==> src/rtl/mips_control_fsm_pkg.sv <==
// ============================================================================
// Module      : mips_control_fsm_pkg
// Description : Shared opcodes, state encodings and datapath select codes for
//               the multicycle MIPS main control unit.
// Revision    : 1.0 - initial release
// ============================================================================
`default_nettype none

package mips_control_fsm_pkg;

    localparam logic [5:0] OP_RTYPE = 6'b000000;
    localparam logic [5:0] OP_LW    = 6'b100011;
    localparam logic [5:0] OP_SW    = 6'b101011;
    localparam logic [5:0] OP_BEQ   = 6'b000100;
    localparam logic [5:0] OP_J     = 6'b000010;
    localparam logic [5:0] OP_ADDI  = 6'b001000;

    typedef enum logic [3:0] {
        S_FETCH     = 4'd0,
        S_DECODE    = 4'd1,
        S_MEM_ADDR  = 4'd2,
        S_MEM_READ  = 4'd3,
        S_MEM_WB    = 4'd4,
        S_MEM_WRITE = 4'd5,
        S_EXECUTE   = 4'd6,
        S_R_WB      = 4'd7,
        S_BRANCH    = 4'd8,
        S_JUMP      = 4'd9,
        S_ADDI_EX   = 4'd10,
        S_ADDI_WB   = 4'd11
    } state_t;

    localparam logic [1:0] ULA_ADD   = 2'b00;
    localparam logic [1:0] ULA_SUB   = 2'b01;
    localparam logic [1:0] ULA_FUNCT = 2'b10;

    localparam logic [1:0] SRCB_REG     = 2'b00;
    localparam logic [1:0] SRCB_FOUR    = 2'b01;
    localparam logic [1:0] SRCB_IMM     = 2'b10;
    localparam logic [1:0] SRCB_IMM_SH2 = 2'b11;

    localparam logic [1:0] PCSRC_ULA    = 2'b00;
    localparam logic [1:0] PCSRC_ULAOUT = 2'b01;
    localparam logic [1:0] PCSRC_JUMP   = 2'b10;

    function automatic logic is_legal_op(input logic [5:0] op);
        return (op == OP_RTYPE) || (op == OP_LW) || (op == OP_SW) ||
               (op == OP_BEQ)   || (op == OP_J)  || (op == OP_ADDI);
    endfunction

endpackage

`default_nettype wire

==> src/rtl/mips_control_decode.sv <==
// ============================================================================
// Module      : mips_control_decode
// Description : Combinational state-to-control decoder for the multicycle
//               MIPS main control unit.
// Revision    : 1.0 - initial release
// ============================================================================
`default_nettype none

module mips_control_decode
    import mips_control_fsm_pkg::*;
(
    input  state_t     i_state,
    input  logic       i_mem_ready,
    input  logic       i_op_legal,
    input  logic       i_rst_n,
    output logic       o_pc_write,
    output logic       o_branch,
    output logic       o_i_or_d,
    output logic       o_mem_read,
    output logic       o_mem_write,
    output logic       o_ir_write,
    output logic       o_mem_to_reg,
    output logic       o_reg_dst,
    output logic       o_reg_write,
    output logic       o_alu_src_a,
    output logic [1:0] o_alu_src_b,
    output logic [1:0] o_ula_operation,
    output logic [1:0] o_pc_source,
    output logic       o_instr_done,
    output logic       o_illegal_op
);

    logic w_pc_write;
    logic w_ir_write;
    logic w_reg_write;
    logic w_mem_write;

    always_comb begin
        w_pc_write      = 1'b0;
        w_ir_write      = 1'b0;
        w_reg_write     = 1'b0;
        w_mem_write     = 1'b0;
        o_branch        = 1'b0;
        o_i_or_d        = 1'b0;
        o_mem_read      = 1'b0;
        o_mem_to_reg    = 1'b0;
        o_reg_dst       = 1'b0;
        o_alu_src_a     = 1'b0;
        o_alu_src_b     = SRCB_REG;
        o_ula_operation = ULA_ADD;
        o_pc_source     = PCSRC_ULA;
        o_instr_done    = 1'b0;
        o_illegal_op    = 1'b0;
        case (i_state)
            S_FETCH: begin
                o_mem_read  = 1'b1;
                o_alu_src_b = SRCB_FOUR;
                w_ir_write  = i_mem_ready;
                w_pc_write  = i_mem_ready;
            end
            S_DECODE: begin
                o_alu_src_b  = SRCB_IMM_SH2;
                o_illegal_op = ~i_op_legal;
            end
            S_MEM_ADDR: begin
                o_alu_src_a = 1'b1;
                o_alu_src_b = SRCB_IMM;
            end
            S_MEM_READ: begin
                o_mem_read = 1'b1;
                o_i_or_d   = 1'b1;
            end
            S_MEM_WB: begin
                w_reg_write  = 1'b1;
                o_mem_to_reg = 1'b1;
                o_instr_done = 1'b1;
            end
            S_MEM_WRITE: begin
                w_mem_write  = 1'b1;
                o_i_or_d     = 1'b1;
                o_instr_done = i_mem_ready;
            end
            S_EXECUTE: begin
                o_alu_src_a     = 1'b1;
                o_ula_operation = ULA_FUNCT;
            end
            S_R_WB: begin
                w_reg_write  = 1'b1;
                o_reg_dst    = 1'b1;
                o_instr_done = 1'b1;
            end
            S_BRANCH: begin
                o_alu_src_a     = 1'b1;
                o_ula_operation = ULA_SUB;
                o_branch        = 1'b1;
                o_pc_source     = PCSRC_ULAOUT;
                o_instr_done    = 1'b1;
            end
            S_JUMP: begin
                w_pc_write   = 1'b1;
                o_pc_source  = PCSRC_JUMP;
                o_instr_done = 1'b1;
            end
            S_ADDI_EX: begin
                o_alu_src_a = 1'b1;
                o_alu_src_b = SRCB_IMM;
            end
            S_ADDI_WB: begin
                w_reg_write  = 1'b1;
                o_instr_done = 1'b1;
            end
            default: ;
        endcase
    end

    // Reset is asynchronous, so the enables are masked combinationally too
    assign o_pc_write  = w_pc_write  & i_rst_n;
    assign o_ir_write  = w_ir_write  & i_rst_n;
    assign o_reg_write = w_reg_write & i_rst_n;
    assign o_mem_write = w_mem_write & i_rst_n;

endmodule

`default_nettype wire

==> src/rtl/mips_control_fsm.sv <==
// ============================================================================
// Module      : mips_control_fsm
// Description : Multicycle MIPS main control unit: state register, next-state
//               logic and memory-ready stalling.
// Revision    : 1.0 - initial release
// ============================================================================
`default_nettype none

module mips_control_fsm
    import mips_control_fsm_pkg::*;
#(
    parameter int MEM_WAIT_EN = 1,
    parameter int STATE_W     = 4
) (
    input  logic               clock,
    input  logic               reset,
    input  logic [5:0]         opcode,
    input  logic               mem_ready,
    output logic               pc_write,
    output logic               branch,
    output logic               i_or_d,
    output logic               mem_read,
    output logic               mem_write,
    output logic               ir_write,
    output logic               mem_to_reg,
    output logic               reg_dst,
    output logic               reg_write,
    output logic               alu_src_a,
    output logic [1:0]         alu_src_b,
    output logic [1:0]         ula_operation,
    output logic [1:0]         pc_source,
    output logic               instr_done,
    output logic               illegal_op,
    output logic [STATE_W-1:0] state
);

    state_t r_state;
    state_t w_next_state;
    logic   w_mem_ready;

    assign w_mem_ready = mem_ready | (MEM_WAIT_EN == 0);

    always_ff @(posedge clock or negedge reset) begin
        if (!reset) begin
            r_state <= S_FETCH;
        end else begin
            r_state <= w_next_state;
        end
    end

    always_comb begin
        w_next_state = S_FETCH;
        case (r_state)
            S_FETCH:     w_next_state = w_mem_ready ? S_DECODE : S_FETCH;
            S_DECODE: begin
                case (opcode)
                    OP_LW, OP_SW: w_next_state = S_MEM_ADDR;
                    OP_RTYPE:     w_next_state = S_EXECUTE;
                    OP_BEQ:       w_next_state = S_BRANCH;
                    OP_J:         w_next_state = S_JUMP;
                    OP_ADDI:      w_next_state = S_ADDI_EX;
                    default:      w_next_state = S_FETCH;
                endcase
            end
            S_MEM_ADDR:  w_next_state = (opcode == OP_SW) ? S_MEM_WRITE : S_MEM_READ;
            S_MEM_READ:  w_next_state = w_mem_ready ? S_MEM_WB : S_MEM_READ;
            S_MEM_WRITE: w_next_state = w_mem_ready ? S_FETCH : S_MEM_WRITE;
            S_EXECUTE:   w_next_state = S_R_WB;
            S_ADDI_EX:   w_next_state = S_ADDI_WB;
            default:     w_next_state = S_FETCH;
        endcase
    end

    mips_control_decode u_decode (
        .i_state         (r_state),
        .i_mem_ready     (w_mem_ready),
        .i_op_legal      (is_legal_op(opcode)),
        .i_rst_n         (reset),
        .o_pc_write      (pc_write),
        .o_branch        (branch),
        .o_i_or_d        (i_or_d),
        .o_mem_read      (mem_read),
        .o_mem_write     (mem_write),
        .o_ir_write      (ir_write),
        .o_mem_to_reg    (mem_to_reg),
        .o_reg_dst       (reg_dst),
        .o_reg_write     (reg_write),
        .o_alu_src_a     (alu_src_a),
        .o_alu_src_b     (alu_src_b),
        .o_ula_operation (ula_operation),
        .o_pc_source     (pc_source),
        .o_instr_done    (instr_done),
        .o_illegal_op    (illegal_op)
    );

    assign state = STATE_W'(r_state);

endmodule

`default_nettype wire

==> config.mk <==
export PLATFORM = sky130hd
export DESIGN_NAME = mips_control_fsm
export DESIGN_NICKNAME = d
export VERILOG_FILES = /design/src/rtl/mips_control_fsm_pkg.sv /design/src/rtl/mips_control_decode.sv /design/src/rtl/mips_control_fsm.sv
export SDC_FILE = /design/constraint.sdc
export NUM_CORES = 1
export LEC_CHECK = 0
export BUFFER_PORTS_ARGS = -buffer_cell sky130_fd_sc_hd__buf_2
export CORE_MARGIN = 1.5
export CORE_UTILIZATION = 35
export CTS_CLUSTER_DIAMETER = 150
export DETAILED_ROUTE_END_ITERATION = 10
export PLACE_DENSITY_LB_ADDON = 0.12
export SYNTH_ARGS = -nofsm -noshare
export SYNTH_HDL_FRONTEND = slang
export SYNTH_SLANG_ARGS = --single-unit
==> constraint.sdc <==
create_clock -name clock -period 1.8 [get_ports clock]
set_input_delay 0.27 -clock clock [delete_from_list [all_inputs] [get_ports clock]]
set_output_delay 0.27 -clock clock [all_outputs]
set_load 0.03 [all_outputs]
==> results of run 1 <==
[critical path, stage by stage (launching register included)]
cell	delay [ns]
dfrtp_2	0.45
or2_2	0.34
nor3_2	0.21
clkbuf_4	0.22
[timing repair]
action	in CTS	in global routing
hold buffers	1	0
setup endpoints to repair	3	11
gates resized for setup	2	10
setup buffers	0	2
hold endpoints to repair	4	0
[worst paths after layout]
path                                    startpoint                 end  slack, ns  cells after the start
worst max-delay path            state[2]$_DFF_PN0_            mem_read       0.07                      3
worst min register to register  state[3]$_DFF_PN0_  state[3]$_DFF_PN0_       0.63                      2
min in group clock                       opcode[4]  state[3]$_DFF_PN0_       0.39                      4
max in group asynchronous                    reset  state[2]$_DFF_PN0_       1.23                      2
worst min-delay path                         reset  state[0]$_DFF_PN0_       0.39                      2
worst max register to register  state[1]$_DFF_PN0_  state[2]$_DFF_PN0_       0.53                      4
[layout by cell type, fill, tap and decap left out, types with 2 or more instances in the layout]
master	Yosys	layout
a211oi_1	2	2
a21oi_1	3	3
and3_1	4	4
and4b_1	2	2
buf_2	4	26
buf_4	2	6
clkbuf_4	0	7
dfrtp_2	0	4
nand2_1	5	5
nand2b_1	5	3
nor2_1	12	12
nor3_1	5	3
nor3_2	0	2
nor3b_2	1	4
nor4b_2	0	2
o211ai_1	2	2
o21ai_0	2	2
o21ai_1	2	2
o22ai_1	4	4
[cell type report]
| class | instances | area share |
|---|---|---|
| Sequential cell | 4 | 0.127 |
| Multi-Input combinational cell | 68 | 0.561 |
| Tap cell | 16 | 0.0242 |
| Timing Repair Buffer | 37 | 0.260 |
| Clock buffer | 3 | 0.0272 |
[routing by layer]
layer,global-route usage,vias to the layer above
met4,0.156,0
met2,0.270,33
li1,-,355
met1,0.257,319
met5,0,-
met3,0.0128,6
[power by group]
part	switching (W)	internal [W]	total (W)
registers	0.0000658	0.000123	0.000189
clock network	0.0000425	0.0000750	0.000118
logic	0.000602	0.000363	0.000965
total	0.000710	0.000562	0.00127
[metrics by stage]
| stage | power [W] | hold WS (ns) | util | worst slack (ns) |
|---|---|---|---|---|
| 2_1_floorplan | 0.000848 | -0.0256 | - | -0.263 |
| 3_3_place_gp | 0.00107 | 0.111 | 0.503 | 0.266 |
| 3_5_place_dp | 0.00107 | 0.110 | 0.503 | 0.239 |
| 4_1_cts | 0.00120 | 0.396 | 0.526 | 0.00931 |
| 5_1_grt | 0.00136 | 0.408 | 0.555 | -0.0145 |
| 6_report | 0.00127 | 0.391 | 0.555 | 0.0747 |
[kinds of logic (layout without fill, tap and decap cells)]
family,after synthesis,count (layout),synth area share
and+or+nand+nor,45,45,0.468
xor gates and xnor gates,2,2,0.0318
buffers and inverters,6,40,0.0636
AOI/OAI and AO/OA,20,20,0.236
muxes,1,1,0.0182
DFF,4,4,0.182
==> reports/metrics.yaml, run 1 <==
die:
  initial_core_util: 0.370
  die_y_um: 42.7
  core_mm2: 0.00149
  die-area_mm2: 0.00182
  ios: 31
  die_w_um: 42.7
  num_rows: 14
cells_and_area:
  final_cell_area_um2: 827
  areaGrowthSynthToFinish_pct: 50.2
  final_cell_count_no_fill: 128
  multi_input_area_um2: 464
  register_area_um2: 105
  largest_reg_flops: 4
  nets: 123
  n_antenna_cell: 0
  fillCellCount: 165
  drive_gt1_frac: 0.491
yosys:
  synth_cell_types: 31
  netlist.area_leader.share: 0.182
  synth.most_common_cell: "nor2_1"
  synth_edf_count: 0
  netlist_area_um2: 551
  synth.area.top_cells: "dfrtp_1, nor2_1, nand2b_1"
  synth_nets: 87
  syn_area_per_cell_um2: 7.06
  synth_common_cells: "nor2_1, nand2_1, nand2b_1, nor3_1"
  synthArstFlopShare: 1.00
  syn_inst: 78
  ys.flop_type: "dfrtp_1"
  ys_warn_count: 0
  yosysSeqAreaShare: 0.182
  yosys_register_bits: 4
  yosys.area.top_type: "dfrtp_1"
routing:
  wl_met1_um: 677
  drt_iter0_drc: 12
  post_drt_wl_per_cell_um: 12.1
  route.met2.wl_um: 736
  wl_met3_um: 85
  antenna_left: 0
  vias_per_cell: 5.57
  routed_wl_um: 1550
  highest_layer: "met4"
  vias: 713
  drc: 0
  first_pass_iters: 4
hold_path:
  hp-class: "input port to asynchronous set/reset pin"
worst_setup_path:
  critPathLaunchType: "register"
  crit_path_end_kind: "output port"
  critPathRequiredTime_ns: 1.53
  critical_path_arrival_ns: 1.46
  path_max_fanout: 8
  path_class: "register to output port"
grt:
  grt_pass1_wl_um: 2640
  grt_max_degree: 15
  grt_pass1_vias: 621
  grt_overflow: 0
  grt_usage: 0.189
  antenna_found_initial: 0
clock_network:
  cts_root_buffer: "clkbuf_4"
  cts_tree: "done"
  cts_made_buffers: 3
  cts_max_path_buffers: 2
  clock_sinks: 4
  h-tree-depth: 1
  clk_transition_reported_paths_ns: 0.04
  clock_latency_ns: 0.24
placement:
  dp_cells: 122
  post_dp_cell_area_um2: 748
  io_buffers: 30
  place_congestion: 0.877
  hpwl_um: 1190
timing:
  setup_tns_ns: 0
  slew_headroom: 0.803
  final_max_slew_viol_count: 0
  max_freq_ghz: 0.580
  clock-skew-final_ns: 0.00930
  worst_pin_slew_ns: 0.293
  hold_viol: 0
  fin_crit_sh: 0.959
  finalCriticalPeriod_ns: 1.73
  setup-violations-final: 0
pwr:
  p_leak_nw: 0.401
  ir_worst_vdd_v: 0.000675
  power.density_mw_per_mm2: 1540
flow_run:
  drv_cap: 0
run_status:
  status: "completed"
Power figures use the tool's default switching activity.
==> run 2: changes to the inputs <==
--- a/config.mk
+++ b/config.mk
@@ -5,6 +5,7 @@
 export SDC_FILE = /design/constraint.sdc
 export NUM_CORES = 1
 export LEC_CHECK = 0
+export ABC_AREA = 1
 export BUFFER_PORTS_ARGS = -buffer_cell sky130_fd_sc_hd__buf_2
 export CORE_MARGIN = 1.5
 export CORE_UTILIZATION = 35
==> reports/metrics.yaml, run 2 <==
cells_and_area:
  final_cell_mix: "buf_2, nand2_1, nor2_1"
  largest_reg_flops: 4  # unchanged
  fillCellCount: 159  # -3.6%
  layout_commonest_cell: "buf_2"
  final_cell_area_um2: 737  # -11%
  areaGrowthSynthToFinish_pct: 37.9
  n_antenna_cell: 0  # unchanged
  drive_gt1_frac: 0.370  # -0.121
  nets: 146  # +19%
pwr:
  power.density_mw_per_mm2: 1450  # -5.8%
  ir_worst_vdd_v: 0.000625  # -7.5%
  p_leak_nw: 0.517  # +29%
  p_total_w: 0.00107  # -16%
clock_network:
  cts_max_path_buffers: 2  # unchanged
  clock_latency_ns: 0.24  # about the same
  cts_root_buffer: "clkbuf_4"
  cts_tree: "done"
  h-tree-depth: 1  # unchanged
  clk_transition_reported_paths_ns: 0.04  # about the same
  cts_setup_buffers: 0  # unchanged
  clock_sinks: 4  # unchanged
  cts_made_buffers: 3  # unchanged
worst_setup_path:
  crit_path_end_kind: "output port"
  critPathLaunchType: "register"
  critPathRequiredTime_ns: 1.53  # about the same
  path_class: "register to output port"
  path_max_fanout: 6  # -2
  critical_path_arrival_ns: 1.45  # about the same
yosys:
  synthAdderAreaFrac: 0  # unchanged
  syn_area_per_cell_um2: 5.24  # -26%
  synth_top_family_by_area: "simple AND/OR/NAND/NOR gates"
  yosys.area_share.xor_xnor: 0  # -0.0318
  syn_inst: 102  # +31%
  synth_edf_count: 0  # unchanged
  synthArstFlopShare: 1.00  # unchanged
  synthSimpleGateAreaFrac: 0.583  # +0.115
  ys.flop_type: "dfrtp_1"
  synth.most_common_cell: "nand2_1"
  yosysSeqAreaShare: 0.187  # +0.00554
  synth_common_cells: "nand2_1, nor2_1, inv_1"
  yosys.area.top_type: "nand2_1"
  muxShareOfSynthArea: 0  # -0.0182
  synth_cell_types: 17  # -45%
  ys_warn_count: 0  # unchanged
  yosys_register_bits: 4  # unchanged
  netlist_area_um2: 534  # -3.0%
  netlist.area_leader.share: 0.190  # +0.00788
  synth-compound-area-share: 0.0679  # -0.168
  synth.area.top_cells: "nand2_1, dfrtp_1, nor2_1"
  synth_nets: 111  # +28%
grt:
  grt_overflow: 0  # unchanged
  grt_pass1_wl_um: 2220  # -16%
  antenna_found_initial: 0  # unchanged
  grt_usage: 0.159  # -0.0303
  grt_pass1_vias: 558  # -10%
  grt_max_degree: 7  # -8
timing:
  fin_ws_ns: 0.0802  # +0.00554 ns
  whs_ns: 0.364  # -0.0272 ns
  slew_headroom: 0.819  # +0.0165
  worst_pin_slew_ns: 0.271  # -0.0220 ns
  finalCriticalPeriod_ns: 1.72  # -0.00554 ns
  clock-skew-final_ns: 0.00901  # -0.000291 ns
  final_max_slew_viol_count: 0  # unchanged
  setup-violations-final: 0  # unchanged
  rsz0062_at_grt: "no"
  max_freq_ghz: 0.581  # +0.32%
  hold_viol: 0  # unchanged
  fin_crit_sh: 0.955  # -0.00308
placement:
  place_congestion: 0.845  # -3.6%
  hpwl_um: 1180  # -0.75%
  place_ws_ns: 0.291  # +0.0515 ns
  io_buffers: 30  # unchanged
  post_dp_cell_area_um2: 698  # -6.7%
run_status:
  status: "completed"
flow_run:
  drv_cap: 0  # unchanged
die:
  initial_core_util: 0.391  # +0.0213
  ios: 31  # unchanged
  num_rows: 13  # -1
  die_y_um: 42.1  # -1.4%
  die-area_mm2: 0.00177  # -2.7%
  die_w_um: 42.1  # -1.4%
  core_mm2: 0.00137  # -8.2%
routing:
  vias: 695  # -2.5%
  post_drt_wl_per_cell_um: 9.59  # -21%
  drt_iter0_drc: 19  # +7
  routed_wl_um: 1440  # -7.2%
  first_pass_iters: 4  # unchanged
  vias_per_cell: 4.63  # -17%
  drc: 0  # unchanged
  antenna_left: 0  # unchanged
hold_path:
  hp-class: "input port to register"
## run 2: layout make-up
class / instances / area, um^2 / share of cell area
Clock buffer: 3 / 22.5 / 0.0306
Inverter: 21 / 78.8 / 0.107
Multi-Input combinational cell: 76 / 355 / 0.482
Sequential cell: 4 / 101 / 0.138
Tap cell: 15 / 18.8 / 0.0255
Timing Repair Buffer: 31 / 160 / 0.217
## run 2: worst paths after layout
check	from	end	slack [ns]	cells past startpoint
hold / removal	opcode[2]	state[1]$_DFF_PN0_	0.36	4
max in group asynchronous	reset	state[2]$_DFF_PN0_	1.28	2
setup reg to reg	state[1]$_DFF_PN0_	state[1]$_DFF_PN0_	0.65	6
min in group asynchronous	reset	state[1]$_DFF_PN0_	0.37	2
setup / recovery	state[1]$_DFF_PN0_	instr_done	0.08	6
hold reg to reg	state[2]$_DFF_PN0_	state[3]$_DFF_PN0_	0.72	3
## run 2: timing repair
item	CTS	global route
setup endpoints to repair	0	3
hold buffers	1	0
resized for setup	0	2
hold endpoints to repair	4	0
## run 2: stage by stage
step	TNS (ns)	utilization	cells
finish	0	0.539	150
global route	0	0.539	150
CTS	0	0.535	150
detailed placement	0	0.511	146
global placement	0	0.511	146
floorplan	-0.0250	-	102
## run 2: kinds of logic (layout without fill, tap and decap cells)
kind of cell | after synthesis | in the layout
AOI/OAI and AO/OA | 6 | 6
and+or+nand+nor | 70 | 70
DFF | 4 | 4
buffers and inverters | 22 | 55
## run 2: power by group
part | switching [W] | total, W | internal [W]
clock network | 0.0000407 | 0.000116 | 0.0000749
logic | 0.000562 | 0.000777 | 0.000215
registers | 0.0000564 | 0.000174 | 0.000118
## run 2: critical path, stage by stage, from the launching register on
cell     delay (ns)
dfrtp_1        0.46
nor2_1         0.23
inv_2          0.09
nor2_2         0.12
a21oi_2        0.06
nand3_1        0.06
buf_2          0.19
## run 2: layer usage
metal | global-route usage | vias to the layer above | wire (um)
met5 | 0 | - | 0
met4 | 0.0438 | 0 | 0
met3 | 0.0517 | 0 | 95
met2 | 0.272 | 21 | 699
met1 | 0.190 | 295 | 643
li1 | - | 379 | -
==> run 3: changes to the inputs <==
--- a/config.mk
+++ b/config.mk
@@ -7,11 +7,13 @@
 export LEC_CHECK = 0
 export ABC_AREA = 1
 export BUFFER_PORTS_ARGS = -buffer_cell sky130_fd_sc_hd__buf_2
-export CORE_MARGIN = 1.5
-export CORE_UTILIZATION = 35
+export CORE_AREA = 2 2 39 41
 export CTS_CLUSTER_DIAMETER = 150
 export DETAILED_ROUTE_END_ITERATION = 10
+export DIE_AREA = 0 0 41 43
+export GPL_ROUTABILITY_DRIVEN = 0
 export PLACE_DENSITY_LB_ADDON = 0.12
+export SLEW_MARGIN = 20
 export SYNTH_ARGS = -nofsm -noshare
 export SYNTH_HDL_FRONTEND = slang
 export SYNTH_SLANG_ARGS = --single-unit
==> reports/metrics.yaml, run 3 (synthesis gave the netlist of run 2 again) <==
timing:
  clock-skew-final_ns: 0.00528  # -0.00374 ns
  setup-violations-final: 0  # unchanged
  slew_headroom: 0.816  # -0.00349
  fin_crit_sh: 0.952  # -0.00372
  setup_tns_ns: 0  # unchanged
  hold_viol: 0  # unchanged
  worst_pin_slew_ns: 0.277  # +0.00524 ns
  rsz0062_at_grt: "yes"
  final_max_slew_viol_count: 0  # unchanged
  finalCriticalPeriod_ns: 1.71  # -0.00670 ns
  max_freq_ghz: 0.584  # +0.39%
pwr:
  comb_power_share: 0.727  # about the same
  sequentialPowerShare: 0.166  # +0.003
  p_int_w: 0.000413  # +1.2%
  power.density_mw_per_mm2: 1460  # +0.53%
  p_total_w: 0.00108  # +1.2%
  swShare: 0.618  # about the same
  ir_worst_vdd_v: 0.000481  # -23%
  p_leak_nw: 0.517  # -0.16%
  switching_power_w: 0.000667  # +1.2%
  p_clk_frac: 0.107  # about the same
die:
  initial_core_util: 0.386  # -0.00495
  core_mm2: 0.00138  # +1.3%
  die_y_um: 43  # +2.2%
  num_rows: 14  # +1
  ios: 31  # unchanged
  die_w_um: 41  # -2.5%
  die-area_mm2: 0.00176  # -0.39%
cells_and_area:
  register_area_um2: 103  # +1.2%
  largest_reg_flops: 4  # unchanged
  fillCellCount: 164  # +3.1%
  multi_input_area_um2: 358  # +0.70%
  final_cell_area_um2: 742  # +0.68%
  final_cell_mix: "buf_2, nand2_1, nor2_1"
  drive_gt1_frac: 0.385  # +0.0148
  n_antenna_cell: 0  # unchanged
  nets: 146  # unchanged
  layout_commonest_cell: "buf_2"
  final_cell_count_no_fill: 151  # +0.67%
  areaGrowthSynthToFinish_pct: 38.9
routing:
  post_drt_wl_per_cell_um: 9.21  # -4.0%
  first_pass_iters: 4  # unchanged
  drt_iter0_drc: 12  # -7
  drc: 0  # unchanged
  routed_wl_um: 1390  # -3.3%
  vias_per_cell: 4.65  # +0.34%
  vias: 702  # +1.0%
  antenna_left: 0  # unchanged
clock_network:
  clk_transition_reported_paths_ns: 0.04  # about the same
  clock_sinks: 4  # unchanged
  cts_setup_buffers: 0  # unchanged
  clock_latency_ns: 0.24  # about the same
  cts_max_path_buffers: 2  # unchanged
  cts_made_buffers: 3  # unchanged
  h-tree-depth: 1  # unchanged
  cts_root_buffer: "clkbuf_4"
  cts_tree: "done"
worst_setup_path:
  path_class: "register to output port"
  critical_path_arrival_ns: 1.44  # about the same
  crit_path_end_kind: "output port"
  cp_slowest_cell: "dfrtp_1"
  path_cells: "nor2_4 -> nand2_2 -> inv_2 -> nand3_1 -> nor2_1 -> buf_2"
  critPathLaunchType: "register"
  critPathRequiredTime_ns: 1.53  # about the same
  path_max_fanout: 6  # unchanged
  crit_path_max_incr_delay_ns: 0.46  # about the same
grt:
  grt_usage: 0.176  # +0.0169
  grt_pass1_wl_um: 2130  # -4.3%
  antenna_found_initial: 0  # unchanged
  grt_max_degree: 7  # unchanged
  grt_pass1_vias: 584  # +4.7%
  grt_overflow: 0  # unchanged
placement:
  dp_cells: 147  # +0.68%
  hpwl_um: 1170  # -0.53%
  post_dp_cell_area_um2: 699  # +0.18%
  io_buffers: 30  # unchanged
flow_run:
  drv_cap: 0  # unchanged
hold_path:
  hp-class: "input port to asynchronous set/reset pin"
run_status:
  status: "completed"
[run 3: changes by cell type in the layout (fill, tap and decap cells not counted)]
cell	change
dfrtp_1	-1
dfrtp_2	+1
nor2_1	-1
nor2_2	+1
[run 3: stage by stage]
step	setup slack, ns	util	hold WS, ns
6_report	0.0869	0.536	0.376
3_5_place_dp	0.295	0.505	0.0846
3_3_place_gp	0.276	0.505	0.0867
2_1_floorplan	-0.0127	-	-0.0256
5_1_grt	-0.0257	0.536	0.382
4_1_cts	0.0296	0.529	0.367
[run 3: repair_timing]
item	4_1_cts	5_1_grt
setup endpoints to repair	0	5
resized for setup	0	4
hold buffers	1	0
endpoints found under the hold margin	4	0
[run 3: metal layers]
layer  up-vias  global-route usage  routed length [um]
li1        373                   -                   -
met1       304               0.177                 540
met2        23               0.319                 759
met3         2              0.0314                  71
met4         0              0.0800                  19
met5         -                   0                   0
[run 3: cell type report]
cell class                      instances  share of cell area
Clock buffer                            3              0.0304
Timing Repair Buffer                   31               0.216
Multi-Input combinational cell         76               0.482
Tap cell                               16              0.0270
Inverter                               21               0.106
Sequential cell                         4               0.138
[run 3: path summary, 6_finish.rpt]
check | slack, ns | start | cells past startpoint | end
worst max-delay path | 0.09 | state[1]$_DFF_PN0_ | 6 | illegal_op
worst min-delay path | 0.38 | reset | 2 | state[2]$_DFF_PN0_
worst max register to register | 0.68 | state[2]$_DFF_PN0_ | 6 | state[0]$_DFF_PN0_
worst min register to register | 0.67 | state[0]$_DFF_PN0_ | 3 | state[3]$_DFF_PN0_
max in group asynchronous | 1.28 | reset | 2 | state[0]$_DFF_PN0_
min in group clock | 0.38 | opcode[2] | 4 | state[1]$_DFF_PN0_
[run 3: worst max-delay path: cells and delay by family, from the launching register on]
kind / cells / cell delay, ns
buf+inv: 2 / 0.28
simple gates: 4 / 0.46
flops: 1 / 0.46
[run 3: power by group through the flow]
stage	Combinational [W]	Sequential (W)	Clock [W]
CTS	0.000786	0.000171	0.000115
global placement	0.000780	0.000170	0
global route	0.000847	0.000187	0.000122
floorplan	0.000530	0.000221	0
finish	0.000785	0.000180	0.000115
detailed placement	0.000782	0.000172	0
